## src/rtl/up16_hazard_if.sv

```systemverilog
// Signal bundle between the uP16 ID stage and the hazard/forwarding unit.
// The master modport is the pipeline side; the slave modport is the hazard unit.
interface up16_hazard_if #(
    parameter int DSIZE = 16,
    parameter int RADDR = 3,
    parameter int CNT_W = 16
);
    logic             id_valid;
    logic [RADDR-1:0] id_rs1;
    logic [RADDR-1:0] id_rs2;
    logic             id_use1;
    logic             id_use2;
    logic [RADDR-1:0] id_rd;
    logic             id_wen;
    logic             id_load;
    logic             id_redirect;
    logic             mem_busy;
    logic [DSIZE-1:0] ex_res;
    logic [DSIZE-1:0] mem_res;
    logic [DSIZE-1:0] wb_res;
    logic [DSIZE-1:0] rf_rd1;
    logic [DSIZE-1:0] rf_rd2;
    logic [DSIZE-1:0] opnd1;
    logic [DSIZE-1:0] opnd2;
    logic             hold_pc;
    logic             bubble_ex;
    logic             flush_ifid;
    logic [CNT_W-1:0] stall_cnt;

    modport master (
        output id_valid, id_rs1, id_rs2, id_use1, id_use2, id_rd, id_wen, id_load,
               id_redirect, mem_busy, ex_res, mem_res, wb_res, rf_rd1, rf_rd2,
        input  opnd1, opnd2, hold_pc, bubble_ex, flush_ifid, stall_cnt
    );

    modport slave (
        input  id_valid, id_rs1, id_rs2, id_use1, id_use2, id_rd, id_wen, id_load,
               id_redirect, mem_busy, ex_res, mem_res, wb_res, rf_rd1, rf_rd2,
        output opnd1, opnd2, hold_pc, bubble_ex, flush_ifid, stall_cnt
    );
endinterface

```

## src/rtl/up16_hazard_unit.sv

```systemverilog
// uP16 hazard/forwarding controller: 3-entry destination scoreboard (EX, MEM, WB).
// Define UP16_HAZARD_FWD_EN for the forwarding network; otherwise a pure RAW interlock.
module up16_hazard_unit #(
    parameter int DSIZE   = 16,
    parameter int RADDR   = 3,
    parameter int ZERO_R0 = 1,
    parameter int CNT_W   = 16
) (
    input  logic         Clk,
    input  logic         Rst,
    up16_hazard_if.slave bus
);
    typedef struct packed {
        logic             v;
        logic [RADDR-1:0] rd;
        logic             wen;
    } sb_t;

    sb_t              r_ex, r_mem, r_wb;
    logic [CNT_W-1:0] r_stall_cnt;
    sb_t              w_id_entry;
    logic             w_m1_ex, w_m1_mem, w_m1_wb;
    logic             w_m2_ex, w_m2_mem, w_m2_wb;
    logic             w_haz;
    logic             w_hold, w_bubble, w_flush;

    function automatic logic f_match(input sb_t s, input logic [RADDR-1:0] r, input logic use_r);
        return s.v && s.wen && (s.rd == r) && use_r && !((ZERO_R0 != 0) && (r == '0));
    endfunction

    assign w_m1_ex  = f_match(r_ex,  bus.id_rs1, bus.id_use1);
    assign w_m1_mem = f_match(r_mem, bus.id_rs1, bus.id_use1);
    assign w_m1_wb  = f_match(r_wb,  bus.id_rs1, bus.id_use1);
    assign w_m2_ex  = f_match(r_ex,  bus.id_rs2, bus.id_use2);
    assign w_m2_mem = f_match(r_mem, bus.id_rs2, bus.id_use2);
    assign w_m2_wb  = f_match(r_wb,  bus.id_rs2, bus.id_use2);

`ifdef UP16_HAZARD_FWD_EN
    logic r_ex_load;

    function automatic logic [DSIZE-1:0] f_fwd(input logic m_ex, input logic m_mem,
                                               input logic m_wb, input logic [DSIZE-1:0] rf);
        if (m_ex)       return bus.ex_res;
        else if (m_mem) return bus.mem_res;
        else if (m_wb)  return bus.wb_res;
        else            return rf;
    endfunction

    // Only a load still in EX cannot be bypassed; everything else is forwarded.
    assign w_haz     = (w_m1_ex | w_m2_ex) & r_ex_load;
    assign bus.opnd1 = f_fwd(w_m1_ex & !r_ex_load, w_m1_mem, w_m1_wb, bus.rf_rd1);
    assign bus.opnd2 = f_fwd(w_m2_ex & !r_ex_load, w_m2_mem, w_m2_wb, bus.rf_rd2);
`else
    assign w_haz     = w_m1_ex | w_m1_mem | w_m1_wb | w_m2_ex | w_m2_mem | w_m2_wb;
    assign bus.opnd1 = bus.rf_rd1;
    assign bus.opnd2 = bus.rf_rd2;
`endif

    // Freeze beats stall, stall beats redirect (branch re-resolves once operands are ready).
    always_comb begin
        w_hold   = 1'b0;
        w_bubble = 1'b0;
        w_flush  = 1'b0;
        if (bus.mem_busy) begin
            w_hold = 1'b1;
        end else if (w_haz && bus.id_valid) begin
            w_hold   = 1'b1;
            w_bubble = 1'b1;
        end else if (bus.id_redirect && bus.id_valid) begin
            w_flush = 1'b1;
        end
    end

    assign w_id_entry.v   = bus.id_valid && !w_bubble;
    assign w_id_entry.rd  = bus.id_rd;
    assign w_id_entry.wen = bus.id_wen;

    assign bus.hold_pc    = w_hold;
    assign bus.bubble_ex  = w_bubble;
    assign bus.flush_ifid = w_flush;
    assign bus.stall_cnt  = r_stall_cnt;

    always_ff @(posedge Clk) begin
        if (Rst) begin
            r_ex.v      <= 1'b0;
            r_mem.v     <= 1'b0;
            r_wb.v      <= 1'b0;
            r_stall_cnt <= '0;
`ifdef UP16_HAZARD_FWD_EN
            r_ex_load   <= 1'b0;
`endif
        end else if (!bus.mem_busy) begin
            r_wb  <= r_mem;
            r_mem <= r_ex;
            r_ex  <= w_id_entry;
`ifdef UP16_HAZARD_FWD_EN
            r_ex_load <= w_id_entry.v && bus.id_load;
`endif
            if (w_bubble && (r_stall_cnt != '1))
                r_stall_cnt <= r_stall_cnt + 1'b1;
        end
    end
endmodule

```

## src/flat_wrapper.sv

```systemverilog
// flat-port wrapper written by rule: the top's interface ports become plain ports
module up16_hazard_unit_flat 
#(
    parameter int DSIZE   = 16,
    parameter int RADDR   = 3,
    parameter int ZERO_R0 = 1,
    parameter int CNT_W   = 16
)
  (Clk, Rst, bus_id_valid, bus_id_rs1, bus_id_rs2, bus_id_use1, bus_id_use2, bus_id_rd, bus_id_wen, bus_id_load, bus_id_redirect, bus_mem_busy, bus_ex_res, bus_mem_res, bus_wb_res, bus_rf_rd1, bus_rf_rd2, bus_opnd1, bus_opnd2, bus_hold_pc, bus_bubble_ex, bus_flush_ifid, bus_stall_cnt);
  up16_hazard_if #(.DSIZE(DSIZE), .RADDR(RADDR), .CNT_W(CNT_W)) bus_i ();
  input  logic Clk;
  input  logic Rst;
  input wire logic [$bits(bus_i.id_valid)-1:0] bus_id_valid;
  input wire logic [$bits(bus_i.id_rs1)-1:0] bus_id_rs1;
  input wire logic [$bits(bus_i.id_rs2)-1:0] bus_id_rs2;
  input wire logic [$bits(bus_i.id_use1)-1:0] bus_id_use1;
  input wire logic [$bits(bus_i.id_use2)-1:0] bus_id_use2;
  input wire logic [$bits(bus_i.id_rd)-1:0] bus_id_rd;
  input wire logic [$bits(bus_i.id_wen)-1:0] bus_id_wen;
  input wire logic [$bits(bus_i.id_load)-1:0] bus_id_load;
  input wire logic [$bits(bus_i.id_redirect)-1:0] bus_id_redirect;
  input wire logic [$bits(bus_i.mem_busy)-1:0] bus_mem_busy;
  input wire logic [$bits(bus_i.ex_res)-1:0] bus_ex_res;
  input wire logic [$bits(bus_i.mem_res)-1:0] bus_mem_res;
  input wire logic [$bits(bus_i.wb_res)-1:0] bus_wb_res;
  input wire logic [$bits(bus_i.rf_rd1)-1:0] bus_rf_rd1;
  input wire logic [$bits(bus_i.rf_rd2)-1:0] bus_rf_rd2;
  output wire logic [$bits(bus_i.opnd1)-1:0] bus_opnd1;
  output wire logic [$bits(bus_i.opnd2)-1:0] bus_opnd2;
  output wire logic [$bits(bus_i.hold_pc)-1:0] bus_hold_pc;
  output wire logic [$bits(bus_i.bubble_ex)-1:0] bus_bubble_ex;
  output wire logic [$bits(bus_i.flush_ifid)-1:0] bus_flush_ifid;
  output wire logic [$bits(bus_i.stall_cnt)-1:0] bus_stall_cnt;
  assign bus_i.id_valid = bus_id_valid;
  assign bus_i.id_rs1 = bus_id_rs1;
  assign bus_i.id_rs2 = bus_id_rs2;
  assign bus_i.id_use1 = bus_id_use1;
  assign bus_i.id_use2 = bus_id_use2;
  assign bus_i.id_rd = bus_id_rd;
  assign bus_i.id_wen = bus_id_wen;
  assign bus_i.id_load = bus_id_load;
  assign bus_i.id_redirect = bus_id_redirect;
  assign bus_i.mem_busy = bus_mem_busy;
  assign bus_i.ex_res = bus_ex_res;
  assign bus_i.mem_res = bus_mem_res;
  assign bus_i.wb_res = bus_wb_res;
  assign bus_i.rf_rd1 = bus_rf_rd1;
  assign bus_i.rf_rd2 = bus_rf_rd2;
  assign bus_opnd1 = bus_i.opnd1;
  assign bus_opnd2 = bus_i.opnd2;
  assign bus_hold_pc = bus_i.hold_pc;
  assign bus_bubble_ex = bus_i.bubble_ex;
  assign bus_flush_ifid = bus_i.flush_ifid;
  assign bus_stall_cnt = bus_i.stall_cnt;
  up16_hazard_unit #(.DSIZE(DSIZE), .RADDR(RADDR), .ZERO_R0(ZERO_R0), .CNT_W(CNT_W)) u_core (.Clk(Clk), .Rst(Rst), .bus(bus_i));
endmodule
```

## config.mk

```make
export PLATFORM = sky130hd
export DESIGN_NAME = up16_hazard_unit_flat
export DESIGN_NICKNAME = d
export VERILOG_FILES = /design/src/rtl/up16_hazard_if.sv /design/src/rtl/up16_hazard_unit.sv /design/src/flat_wrapper.sv
export SDC_FILE = /design/constraint.sdc
export NUM_CORES = 1
export LEC_CHECK = 0
export CAP_MARGIN = 20
export CORE_MARGIN = 2
export CORE_UTILIZATION = 30
export CTS_CLUSTER_SIZE = 16
export DETAILED_ROUTE_END_ITERATION = 8
export PLACE_DENSITY = 0.83
export SYNTH_ARGS = -nofsm -noshare
export SYNTH_HDL_FRONTEND = slang
export SYNTH_SLANG_ARGS = --single-unit
```

## constraint.sdc

```tcl
create_clock -name Clk -period 1.9 [get_ports Clk]
set_input_delay 0.19 -clock Clk [delete_from_list [all_inputs] [get_ports Clk]]
set_output_delay 0.19 -clock Clk [all_outputs]
set_load 0.05 [all_outputs]
```

* Word level (Yosys, flattened, before mapping)
Index checks and enable logic that the tools add are counted.
Word-level totals: register bits 31, input port bits 98, logic and storage cells 63
Cells by class: $add $sub $neg 1, equal/unequal tests 7, mux-type cells 6, bitwise logic cells 7, reduce and logical (&&, ||, !) cells 32
Operators with widths (number):
- logical AND 1 bit | 25
- equality test 3 bit | 6
- adder 16 x 1 -> 16 bit, second input constant | 1
- inequality test 16 bit, second input constant | 1
- zero test 3 bit | 2
- 2-to-1 mux 1 bit | 6
- OR 1 bit | 5
- AND reduction 2 bit | 2
- zero test 1 bit | 3
- inverter 1 bit | 2

* Longest topological paths before layout
word-level depth 14, depth in mapped cells 9, gate-level depth less buffers 7

* Worst setup path before layout
No wires, ideal clock.
kind reg-to-reg, start register u_core.r_stall_cnt[0], in the netlist u_core.bus.stall_cnt[0], end register u_core.r_stall_cnt[2], in the netlist u_core.bus.stall_cnt[2], setup time 0.121 ns, data arrival time 2.325 ns, required time 1.779 ns, setup slack -0.545 ns, stages on the path, launching flop included 10, path buffers 2, clock period less this slack 2.445 ns, cell sequence dfxtp_1 -> ha_1 -> and3_1 -> clkbuf_1 -> nand2_1 -> nor3_1 -> buf_2 -> inv_1 -> nand3_1 -> mux2_2
On the way: longest elaborated chain between the ends 3
Ends and longest elaborated chain:
- start: declaration | line up16_hazard_unit.sv:20 | logic [CNT_W-1:0] r_stall_cnt;
- start signal: assignment | line up16_hazard_unit.sv:100 | r_stall_cnt <= r_stall_cnt + 1'b1;
- parallel branches: the longest is 3 deep, another holds adder 16 x 1 -> 16 bit
Parallel ways; which one is timed is not known. A chain may end at the register's enable or synchronous reset.

* Worst setup path after layout
start register u_core.r_mem[3] (netlist bit), end register u_core.r_stall_cnt[8], in the netlist u_core.bus.stall_cnt[8]
On the way: longest elaborated chain between the ends 14
Ends and longest elaborated chain:
- start: declaration | line up16_hazard_unit.sv:19 | sb_t r_ex, r_mem, r_wb;
- start signal: assignment | line up16_hazard_unit.sv:94 | r_mem <= r_ex;
- equality test 3 bit | line up16_hazard_unit.sv:28 | return s.v && s.wen && (s.rd == r) && use_r && !((ZERO_R0 != 0) && (r == '0));
- logical AND 1 bit (3 in series) | line up16_hazard_unit.sv:28
- OR 1 bit (3 in series) | line up16_hazard_unit.sv:54 | assign w_haz = w_m1_ex | w_m1_mem | w_m1_wb | w_m2_ex | w_m2_mem | w_m2_wb;
- OR 1 bit * (2 in series) | line up16_hazard_unit.sv:54
- logical AND 1 bit * | line up16_hazard_unit.sv:66 | end else if (w_haz && bus.id_valid) begin
- 2-to-1 mux 1 bit * | line up16_hazard_unit.sv:66
- 2-to-1 mux 1 bit * | line up16_hazard_unit.sv:64 | if (bus.mem_busy) begin
- logical AND 1 bit * | line up16_hazard_unit.sv:99 | if (w_bubble && (r_stall_cnt != '1))
- AND reduction 2 bit (no line) *
Mark *: on every way between the ends. The rest lies on a longest branch, timed or not.

==> summary.md <==
| Metric | Value |
|---|---|
| Status | finished, violations left |
| Failing checks | negative setup slack |
| Post-route cell area | 2510 um^2 |
| FF+latch count, synth | 31 |
| TritonCTS clock tree | built |
| Seq. cell area | 761 um^2 |
| Pre-antenna DRT Iters | 4 |
| H-tree levels | 2 |
| Die Area | 6760 um^2 |
| Clk pin slew, worst setup/hold paths | 0.07 ns |
| WL final | 4850 um |
| Final worst slack | -0.413 ns |
| Hold Vio Cnt, Final | 0 |
| Worst Hold Class | in2out |
| Sequential area share after synthesis | 40.4% |
| Initial Util | 31.0% |
| Gate family responsible for the most delay along the worst path | simple AND/OR/NAND/NOR gates |
| Busiest grt layer | met2 |
| Routed vias | 1,581 |
| RSZ-0062 raised after global routing | true |
| Fin crit period | 2.31 ns |
| Met3 usage | 4.57% |
| Share of cells above drive strength 1 | 36.4% |
| Clock Skews | 0.00769 ns |
| Pin count of the biggest net entering global routing | 17 |
| Multi-input gate area | 971 um^2 |
| Met1 Usage GRT | 17.7% |
| Post-layout nets | 323 |
| Clock buffer count from CTS | 5 |
| Antenna-violating nets left | 0 |
| Row cnt | 28 |
| I/O pins | 149 |
| CP Depth | 8 |
| Core ar. | 5920 um^2 |
| Syn avg cell area | 9.41 um^2 |
| Clock Latency Late Sink | 0.28 ns |
| Total congestion overflow | 0 |
| Max_cap viols | 0 |
| # port buffers | 35 |
| Number of fill cells | 520 |
| Synth warn | 0 |
| Residual DRC | 0 |
| Fmax | 432 MHz |
| GP Congestion | 0.845 |
| Cells after Synth | 195 |
| Pleak | 0.865 nW |
| Period utilization | 122% |
| Hpwl dp | 3030 um |
| Vias in the first global route | 1,567 |
| Diode count | 0 |
| Slowest stage cell, crit path | or4_4 |
| Critical path startpoint category | flip-flop |
| Final core occ | 42.3% |
| Max rail drop VDD | 0.000257 V |
| Req. time, crit path | 2.11 ns |
| CP arrival | 2.53 ns |
| Placed cell areas | 2190 um^2 |
| DRT iter0 DRCs | 132 |
| WHS Path Cells | 0 |
| First-pass GRT wire length | 7450 um |
| Slew Limit Fails | 0 |
| Gr usage total | 14.4% |
| CP bufs+invs | 2 |
| Worst path max stage delay | 0.53 ns |
| Via density | 5.27 |
| Clock tree buffer depth | 2 |
| Syn Nets | 294 |
| Actual slew at the worst max-slew pin | 0.516 ns |
| Drt wl/cell | 16.2 um |
| Mapped Area | 1830 um^2 |
| Crit. End Element | flip-flop |
| Die height | 82.2 um |
| Final Setup Violations | 19 |
| Crit-path max FO | 6 |
| Yosys cell types | 32 |
| Met2 Use GR | 21.8% |
| Setup tns final | -5.75 ns |
| Relative slew slack | 65.5% |
| CTS Root Cell | clkbuf_8 |
| Power per cell area | 550 nW/um^2 |
| Crit-path cells | xor2_1, nor4_1, o311a_2, o21ai_4, buf_4, buf_12, or4_4, a21oi_2 |
| Setup CP Type | reg2reg |
| DIE WIDTH | 82.2 um |
| Clock Sinks | 31 |
| Initial antenna violation count | 0 |
| Layout area overhead | 36.6% |
| FF-to-FF path depth | 8 |
[worst register-to-register path: stages (launching register included)]
cell      delay (ns)
edfxtp_1        0.43
xor2_1          0.16
nor4_1          0.33
o311a_2         0.27
o21ai_4         0.10
buf_4           0.15
buf_12          0.13
or4_4           0.54
a21oi_2         0.14
[power by group]
| group | internal (mW) | switching (mW) | total (mW) |
|---|---|---|---|
| clock network | 0.292 | 0.238 | 0.530 |
| logic | 0.0685 | 0.0657 | 0.134 |
| registers | 0.703 | 0.0123 | 0.715 |
| total | 1.06 | 0.316 | 1.38 |
[area by class of cell]
cell class | instances | share of cell area (%)
Multi-Input combinational cell | 123 | 38.7
Clock buffer | 7 | 3.44
Tap cell | 75 | 3.74
Sequential cell | 31 | 30.4
Timing Repair Buffer | 61 | 23.1
Inverter | 2 | 0.449
Clock inverter | 1 | 0.200
[layout by cell type (no fill, tap or decap), types with 6 or more instances in the layout]
cell type / synthesis / layout
nand2_1: 10 / 10
edfxtp_1: 12 / 12
a21oi_1: 12 / 8
dlygate4sd2_1: 0 / 6
buf_4: 33 / 22
dfxtp_1: 19 / 7
clkbuf_8: 0 / 6
clkdlybuf4s50_1: 0 / 26
nand3_1: 11 / 9
xor2_1: 18 / 18
nor2_1: 11 / 11
dfxtp_2: 0 / 10
[cell families (layout without fill, tap and decap cells)]
group | Yosys count | after routing | share of synthesized area, %
compound gates | 27 | 27 | 9.55
xor+xnor | 18 | 18 | 8.59
fa+ha+maj | 1 | 1 | 0.682
buf+inv | 41 | 71 | 15.7
flops | 31 | 31 | 40.4
mux | 7 | 7 | 4.16
simple gates | 70 | 70 | 20.9
[Yosys cell counts, drive strengths merged]
master / n / share of area (%)
nor2b: 5 / 1.7
or4: 9 / 3.7
nand2b: 1 / 0.34
o311a: 2 / 1.2
nand3: 11 / 3.0
o31ai: 8 / 3.3
o21ai: 4 / 1.3
a21oi: 12 / 3.3
or3: 4 / 1.4
nand4: 3 / 1.0
and2: 1 / 0.34
nor4: 9 / 3.1
nor3: 1 / 0.27
mux2: 5 / 3.1
nand2: 10 / 2.0
ha: 1 / 0.68
and2b: 1 / 0.48
clkbuf: 2 / 0.41
xor2: 18 / 8.6
or2: 1 / 0.34
o41ai: 1 / 0.48
inv: 2 / 0.41
edfxtp: 12 / 20
mux2i: 2 / 1.1
nor2: 11 / 2.3
dfxtp: 19 / 21
buf: 37 / 15
and3: 3 / 1.0
[what timing repair did]
item | 4_1_cts | 5_1_grt
setup buffers | 7 | 5
setup endpoints to repair | 18 | 19
gates cloned | 2 | 0
resized for setup | 26 | 18
hold buffers | 0 | 0
pin swaps | 28 | 15
endpoints found under the hold margin | 0 | 0
[metrics by stage]
stage	cells	setup slack (ns)	power [mW]	hold slack (ns)
CTS	299	-0.330	1.38	0.380
global route	300	-0.499	1.43	0.380
finish	300	-0.413	1.38	0.380
detailed placement	282	-0.569	0.851	0.380
floorplan	195	-0.311	0.959	0.289
global placement	282	-0.523	0.846	0.380
[registers in the layout, indices dropped and copies added (netlist names)]
signal                count
u_core.r_wb               5
u_core.bus.stall_cnt     16
u_core.r_mem              5
u_core.r_ex               5
[path summary, 6_finish.rpt]
path | startpoint | end | slack (ns)
worst max-delay path | u_core.r_mem[3] | u_core.bus.stall_cnt[8] | -0.41
worst min-delay path | bus_rf_rd1[14] | bus_opnd1[14] | 0.38
worst max register to register | u_core.r_mem[3] | u_core.bus.stall_cnt[8] | -0.41
worst min register to register | u_core.r_mem[0] | u_core.r_wb[0] | 0.46
[routing by layer]
layer  up-vias  share of wire (%)
met5         -                  0
met4         0                1.8
met3        12                6.8
met2        75                 48
met1       764                 43
li1        730                  -
(Power assumes the default switching activity.)
